==> config.mk <==
export PLATFORM = sky130hd
export DESIGN_NAME = debounce_bank
export DESIGN_NICKNAME = d
export VERILOG_FILES = /design/src/rtl/debounce_pkg.sv /design/src/rtl/debounce_ch.sv /design/src/rtl/debounce_bank.sv
export SDC_FILE = /design/constraint.sdc
export NUM_CORES = 1
export LEC_CHECK = 0
export ABC_AREA = 1
export ABC_CLOCK_PERIOD_IN_PS = 4150
export BUFFER_PORTS_ARGS = -buffer_cell sky130_fd_sc_hd__buf_4
export CAP_MARGIN = 10
export CORE_AREA = 2 2 89 91
export CTS_CLUSTER_SIZE = 14
export DETAILED_ROUTE_END_ITERATION = 12
export DIE_AREA = 0 0 91 93
export PLACE_DENSITY = 0.66
export RECOVER_POWER = 100
export SLEW_MARGIN = 0
export SYNTH_ARGS = -nofsm -noshare
export SYNTH_HDL_FRONTEND = slang
export SYNTH_SLANG_ARGS = --single-unit
export TNS_END_PERCENT = 100
==> constraint.sdc <==
create_clock -name clk -period 4.15 [get_ports clk]
set_clock_uncertainty 0.2 [all_clocks]
set_input_delay 0.6225 -clock clk [delete_from_list [all_inputs] [get_ports clk]]
set_output_delay 0.6225 -clock clk [all_outputs]
set_load 0.01 [all_outputs]
==> src/rtl/debounce_pkg.sv <==
// Shared defaults and legal parameter ranges for the debounce bank.
// Optional long-press/auto-repeat logic is enabled with DEBOUNCE_HOLD_EN.
package debounce_pkg;

   localparam int DEF_N_CH          = 4;
   localparam int DEF_CNT_W         = 14;
   localparam int DEF_DEBOUNCE_TIME = 16382;
   localparam int DEF_TICK_DIV      = 1;
   localparam int DEF_SYNC_STAGES   = 2;
   localparam int DEF_HOLD_TIME     = 1000;
   localparam int DEF_REPEAT_TIME   = 250;

   localparam int MIN_N_CH          = 1;
   localparam int MAX_N_CH          = 32;
   localparam int MIN_SYNC_STAGES   = 2;
   localparam int MAX_SYNC_STAGES   = 4;
   localparam int MIN_TICK_DIV      = 1;
   localparam int MIN_DEBOUNCE_TIME = 1;

   function automatic int max_int(input int a, input int b);
      return (a > b) ? a : b;
   endfunction

endpackage

==> src/rtl/debounce_ch.sv <==
// One debounced button channel: synchroniser, stability counter, level, edge pulses.
// Long-press/auto-repeat pulses on hold exist only when DEBOUNCE_HOLD_EN is defined.
module debounce_ch
   import debounce_pkg::*;
#(
   parameter int CNT_W         = DEF_CNT_W,
   parameter int DEBOUNCE_TIME = DEF_DEBOUNCE_TIME,
   parameter int SYNC_STAGES   = DEF_SYNC_STAGES,
   parameter int HOLD_TIME     = DEF_HOLD_TIME,
   parameter int REPEAT_TIME   = DEF_REPEAT_TIME
)(
   input  logic clk,
   input  logic rst_n,
   input  logic tick,
   input  logic button_in,
   output logic button_out,
   output logic rise,
   output logic fall,
   output logic hold
);

   if (SYNC_STAGES < MIN_SYNC_STAGES || SYNC_STAGES > MAX_SYNC_STAGES) begin : g_bad_sync
      $fatal(1, "debounce_ch: SYNC_STAGES out of range");
   end
   if (DEBOUNCE_TIME < MIN_DEBOUNCE_TIME ||
       longint'(DEBOUNCE_TIME) > (longint'(1) << CNT_W) - 1) begin : g_bad_time
      $fatal(1, "debounce_ch: DEBOUNCE_TIME out of range for CNT_W");
   end
   if (HOLD_TIME < 1 || REPEAT_TIME < 1) begin : g_bad_hold
      $fatal(1, "debounce_ch: HOLD_TIME and REPEAT_TIME must be at least 1");
   end

   localparam logic [CNT_W-1:0] LAST = CNT_W'(DEBOUNCE_TIME - 1);

   logic [SYNC_STAGES-1:0] sync_q;
   logic                   sync_in;
   logic [CNT_W-1:0]       count;
   logic                   accept;

   always_ff @(posedge clk or negedge rst_n) begin
      if (!rst_n) sync_q <= '0;
      else        sync_q <= {sync_q[SYNC_STAGES-2:0], button_in};
   end

   assign sync_in = sync_q[SYNC_STAGES-1];
   assign accept  = (sync_in != button_out) && tick && (count == LAST);

   // Any sample agreeing with the accepted level restarts the stability count.
   always_ff @(posedge clk or negedge rst_n) begin
      if (!rst_n) begin
         count      <= '0;
         button_out <= 1'b0;
         rise       <= 1'b0;
         fall       <= 1'b0;
      end else begin
         rise <= 1'b0;
         fall <= 1'b0;
         if (sync_in == button_out) begin
            count <= '0;
         end else if (accept) begin
            button_out <= sync_in;
            count      <= '0;
            rise       <= sync_in;
            fall       <= !sync_in;
         end else if (tick) begin
            count <= count + 1'b1;
         end
      end
   end

`ifdef DEBOUNCE_HOLD_EN
   localparam int HOLD_W = $clog2(max_int(HOLD_TIME, REPEAT_TIME) + 1);

   logic [HOLD_W-1:0] hold_cnt;
   logic [HOLD_W-1:0] hold_target;
   logic              repeating;

   assign hold_target = repeating ? HOLD_W'(REPEAT_TIME - 1) : HOLD_W'(HOLD_TIME - 1);

   // First pulse after HOLD_TIME ticks of a held press, then every REPEAT_TIME ticks.
   always_ff @(posedge clk or negedge rst_n) begin
      if (!rst_n) begin
         hold_cnt  <= '0;
         repeating <= 1'b0;
         hold      <= 1'b0;
      end else begin
         hold <= 1'b0;
         if (!button_out || accept) begin
            hold_cnt  <= '0;
            repeating <= 1'b0;
         end else if (tick) begin
            if (hold_cnt == hold_target) begin
               hold      <= 1'b1;
               hold_cnt  <= '0;
               repeating <= 1'b1;
            end else begin
               hold_cnt <= hold_cnt + 1'b1;
            end
         end
      end
   end
`else
   assign hold = 1'b0;
`endif

endmodule

==> src/rtl/debounce_bank.sv <==
// Bank of N_CH independent debounced buttons sharing one tick prescaler.
// Define DEBOUNCE_HOLD_EN to enable long-press/auto-repeat pulses on hold.
module debounce_bank
   import debounce_pkg::*;
#(
   parameter int N_CH          = DEF_N_CH,
   parameter int CNT_W         = DEF_CNT_W,
   parameter int DEBOUNCE_TIME = DEF_DEBOUNCE_TIME,
   parameter int TICK_DIV      = DEF_TICK_DIV,
   parameter int SYNC_STAGES   = DEF_SYNC_STAGES,
   parameter int HOLD_TIME     = DEF_HOLD_TIME,
   parameter int REPEAT_TIME   = DEF_REPEAT_TIME
)(
   input  logic            clk,
   input  logic            rst_n,
   input  logic [N_CH-1:0] button_in,
   output logic [N_CH-1:0] button_out,
   output logic [N_CH-1:0] rise,
   output logic [N_CH-1:0] fall,
   output logic [N_CH-1:0] hold
);

   if (N_CH < MIN_N_CH || N_CH > MAX_N_CH) begin : g_bad_nch
      $fatal(1, "debounce_bank: N_CH out of range");
   end
   if (TICK_DIV < MIN_TICK_DIV) begin : g_bad_div
      $fatal(1, "debounce_bank: TICK_DIV must be at least 1");
   end

   logic tick;

   if (TICK_DIV == 1) begin : g_no_div
      assign tick = 1'b1;
   end else begin : g_div
      localparam int PW = $clog2(TICK_DIV);
      localparam logic [PW-1:0] PRE_LAST = PW'(TICK_DIV - 1);

      logic [PW-1:0] pre;

      always_ff @(posedge clk or negedge rst_n) begin
         if (!rst_n)               pre <= '0;
         else if (pre == PRE_LAST) pre <= '0;
         else                      pre <= pre + 1'b1;
      end

      assign tick = (pre == PRE_LAST);
   end

   for (genvar i = 0; i < N_CH; i++) begin : g_ch
      debounce_ch #(
         .CNT_W         (CNT_W),
         .DEBOUNCE_TIME (DEBOUNCE_TIME),
         .SYNC_STAGES   (SYNC_STAGES),
         .HOLD_TIME     (HOLD_TIME),
         .REPEAT_TIME   (REPEAT_TIME)
      ) u_ch (
         .clk        (clk),
         .rst_n      (rst_n),
         .tick       (tick),
         .button_in  (button_in[i]),
         .button_out (button_out[i]),
         .rise       (rise[i]),
         .fall       (fall[i]),
         .hold       (hold[i])
      );
   end

endmodule

* Word-level counts from Yosys, hierarchy flattened
Cells that the tools add are included.
Operators by class: add/sub/neg operators 4, equality and inequality tests 12, muxes and demuxes 24, bitwise gates (word level) 4, reductions and logical operators 12
Operators by type and width (count):
- 2-to-1 mux 14 bit | 8
- adder 14 x 1 -> 14 bit (second input constant) | 4
- == test 14 bit (second input constant) | 4
- 2-to-1 mux 1 bit | 16
- AND reduction 2 bit | 4
- == test 1 bit | 4
- logical AND 1 bit | 4
- logical NOT 1 bit | 4
- != test 1 bit | 4
- inverter 1 bit | 4
Word-level totals: bits in registers 76, input port bits 6, output and inout bits 16

* Depth between registers and ports, before layout
word-level depth 4, depth in mapped cells 10, mapped depth without buffers 9

* Hierarchy
From an unflattened synthesis, not the netlist that was laid out.
Second synthesis, totals: cells, all modules 565, area, all modules 4383.0 um^2
By module, submodules not included:
- debounce_ch | instances 4, cells an instance 141, area each 1094.8 um^2
- debounce_bank | instances 1, cells an instance 1, area each 3.8 um^2

* Worst setup path after synthesis
OpenSTA, ideal clock, no wires.
path kind reg2reg, start point register g_ch[0].u_ch.count[0], end point register g_ch[0].u_ch.count[12], setup time 0.068 ns, data arrival time 1.252 ns, slack 2.630 ns, stages on the path, launching flop included 10, path buffers 1, path through dfrtp_1 > ha_1 > nand2_1 > inv_1 > nand2_1 > nor2_4 > nor2_4 > clkinv_2 > buf_12 > nor2_4
On the way: word-level cells in the longest chain between the ends 4, elaborated cells between the ends (all ways) 5
Ends and longest elaborated chain:
- from (decl) | line debounce_ch.sv:37 | logic [CNT_W-1:0] count;
- from (signal assigned) | line debounce_ch.sv:66 | count <= count + 1'b1;
- parallel branches: the longest is 2 deep, another holds adder 14 x 1 -> 14 bit
- 2-to-1 mux 14 bit (*) | line debounce_ch.sv:60 | end else if (accept) begin
- 2-to-1 mux 14 bit (*) | line debounce_ch.sv:58 | if (sync_in == button_out) begin
Every way passes the cells marked *. A chain may end at the register's enable or synchronous reset.

* Final worst setup path
start point register g_ch[0].u_ch.count[0], end point register g_ch[0].u_ch.count[9]
Same word-level chain as after synthesis.

==> results.cfg <==
[sta]
setup_viol = 0
period_share_pct = 52.8
slew_viol_final = 77
worstMarginPinSlew_ns = 1.78
finalHoldViolCount = 0
slew_headroom_pct = -19.0
fin_crit_ns = 2.19
setup_ws_ns = 1.96
rsz0062_at_grt = false
final.setup.tns_ns = 0
fmax_mhz = 457

[synthesis]
postSynthAreaPerCell_um2 = 8.70
ys_ff_latch = 76
synth.distinct_cells = 26
synth.area.top_cells = dfrtp_1 50%, nand2_1 9.0%, nor2_1 7.4%
synth_top_area_cell = dfrtp_1
yosysTopAreaCellShare_pct = 49.7
ys_seq_area_share_pct = 49.7
yosysWarnings = 0
syn_area_um2 = 3830
synth_cells = 440

[pwr]
ir_drop_uv = 227
power_uw = 1430
pwr_density_cell_nw_per_um2 = 354
power.leakage_uw = 0.00176

[global_route]
antenna_found_initial = 0
grt_pass1_vias = 2586
grt_overflow = 0
grt_max_degree = 77
grt_use_total_pct = 16.4
grt_pass1_wl_mm = 11.2

[floorplanning]
die_area_um2 = 8460
io_pins = 22
start_util_pct = 50.8
die_h_um = 93
placementRows = 32
coreArea_um2 = 7530
die_w_um = 91

[placement]
hpwl_mm = 4.39
numPortBuffers = 17
place_inst = 542
place_congestion = 0.843
dpl_cell_area_um2 = 3920
pre_cts_slack_ns = 2.46

[clock_network]
cts_tree = built
htreeDepth = 3
cts_root_buf = clkbuf_8
clock_latency_ns = 0.35
cts_made_buffers = 9
cts.sinks = 76
clkTransAtPathRegs_ns = 0.08
hold_buffers = 0
cts_resized = 0
clk_path_buf_depth = 2
cts_setup_buffers = 0

[worst_setup_path]
critical-path-top-delay-family = simple AND/OR/NAND/NOR gates
slowest_delay_ns = 0.58
cp_common_cell = nor2_1
crit_chain = ha_1 > nand2_1 > inv_1 > nand2_1 > nor2_1 > nor2_1 > clkinvlp_2 > nor2_1
cp_slowest_cell = clkinvlp_2
r2r-start = g_ch[0].u_ch.count[0]
r2r_slack_ns = 1.96
crit_type = reg -> reg
cp-end-kind = flip-flop
worst_ep_arrival_time_ns = 2.25
r2r-end = g_ch[0].u_ch.count[9]
worst_setup_path_start_kind = flip-flop
cp_num_buf_inv = 2
reg2reg_depth = 8
crit_fanout = 11
crit_required_ns = 4.21

[detailed_routing]
dr.pass1.iters = 4
ant_nets = 0
drt_iter0_drc = 69
drc_errors = 0
wl_mm = 6.15
vias_per_cell = 4.70
wl_per_cell_um = 11.0
num_vias = 2624

[layout]
syn_to_final_growth_pct = 5.76
drive_above_1_share_pct = 11.4
nets = 465
final_cell_mix = 93 x nand2_1, 79 x nor2_1, 76 x dfrtp_1
fin_cells = 558
finalInstanceArea_um2 = 4050
diodes = 0
final_common_cell = nand2_1

[min_path]
worstHoldEndpoint = g_ch[2].u_ch.sync_q[1]
hold_start = g_ch[2].u_ch.sync_q[0]
hp-class = reg -> reg
hold_depth = 0

[job]
maxCapViolations = 2

[run_status]
status = finished, violations left
violations = max-capacitance violations, max-slew violations
## synthesized netlist by cell type (all sizes together)
library cell	count
nor2	105
nand2	97
dfrtp	76
inv	46
buf	20
nand3	20
xor2	19
xnor2	12
nand4	10
nor3	9
ha	8
o21ai	7
o21bai	5
a21oi	2
nor4	2
clkinv	1
conb	1
## worst register-to-register path, stage by stage, from the launching register on
cell and delay, ns:
dfrtp_1 0.42, ha_1 0.21, nand2_1 0.06, inv_1 0.04, nand2_1 0.07, nor2_1 0.06, nor2_1 0.23, clkinvlp_2 0.58
nor2_1 0.25
## layer usage
layer  GRT usage, %  wire length [um]  vias up
met5              0                 0        -
met4           8.46               153        0
met3           3.30               161       14
met2           26.4              2840       36
met1           21.3              3000     1211
li1               -                 -     1363
## sequential cells by signal, summed over array words and instances (netlist names)
register,cells
g_ch.u_ch.button_out,4
g_ch.u_ch.count,56
g_ch.u_ch.rise,4
g_ch.u_ch.sync_q,8
g_ch.u_ch.fall,4
## cell families after synthesis
| kind of cell | share of synthesized area (%) |
|---|---|
| simple gates | 29.0 |
| compound gates | 2.26 |
| flops | 49.7 |
| fa+ha+maj | 2.62 |
| buf+inv | 9.19 |
| other cells | 0.0980 |
| xor+xnor | 7.10 |
## area by class of cell
class                           instances  area [um^2]
Clock buffer                           10          128
Clock inverter                          6         88.8
Fill cell                             747         3480
Inverter                               47          178
Multi-Input combinational cell        300         1540
Sequential cell                        76         1900
Tap cell                              102          128
Timing Repair Buffer                   17         80.1
## report_power, final
part / internal, uW / leakage [uW] / switching, uW
Clock: 339 / 0.000102 / 276
Combinational: 16.2 / 0.000620 / 38.5
Sequential: 753 / 0.00103 / 11.5
Total: 1110 / 0.00176 / 326
## metrics by stage
step / util [%] / hold slack [ns]
after floorplan: - / 0.127
after global placement: 52.1 / 0.133
after detailed placement: 52.1 / 0.136
after CTS: 54.9 / 0.156
after global routing: 53.8 / 0.169
final: 53.8 / 0.153
## how the worst max path moves through the flow
stage               cells after the start                      to  slack [ns]                    start
global placement                        8   g_ch[3].u_ch.count[6]        2.48    g_ch[3].u_ch.count[0]
CTS                                     1           button_out[3]        2.36  g_ch[3].u_ch.button_out
floorplan                               9  g_ch[0].u_ch.count[12]        2.63    g_ch[0].u_ch.count[0]
finish                                  8   g_ch[0].u_ch.count[9]        1.96    g_ch[0].u_ch.count[0]
detailed placement                      8  g_ch[3].u_ch.count[12]        2.46    g_ch[3].u_ch.count[0]
global route                            1  g_ch[3].u_ch.count[13]        1.70                    rst_n
Power figures use the tool's default switching activity.
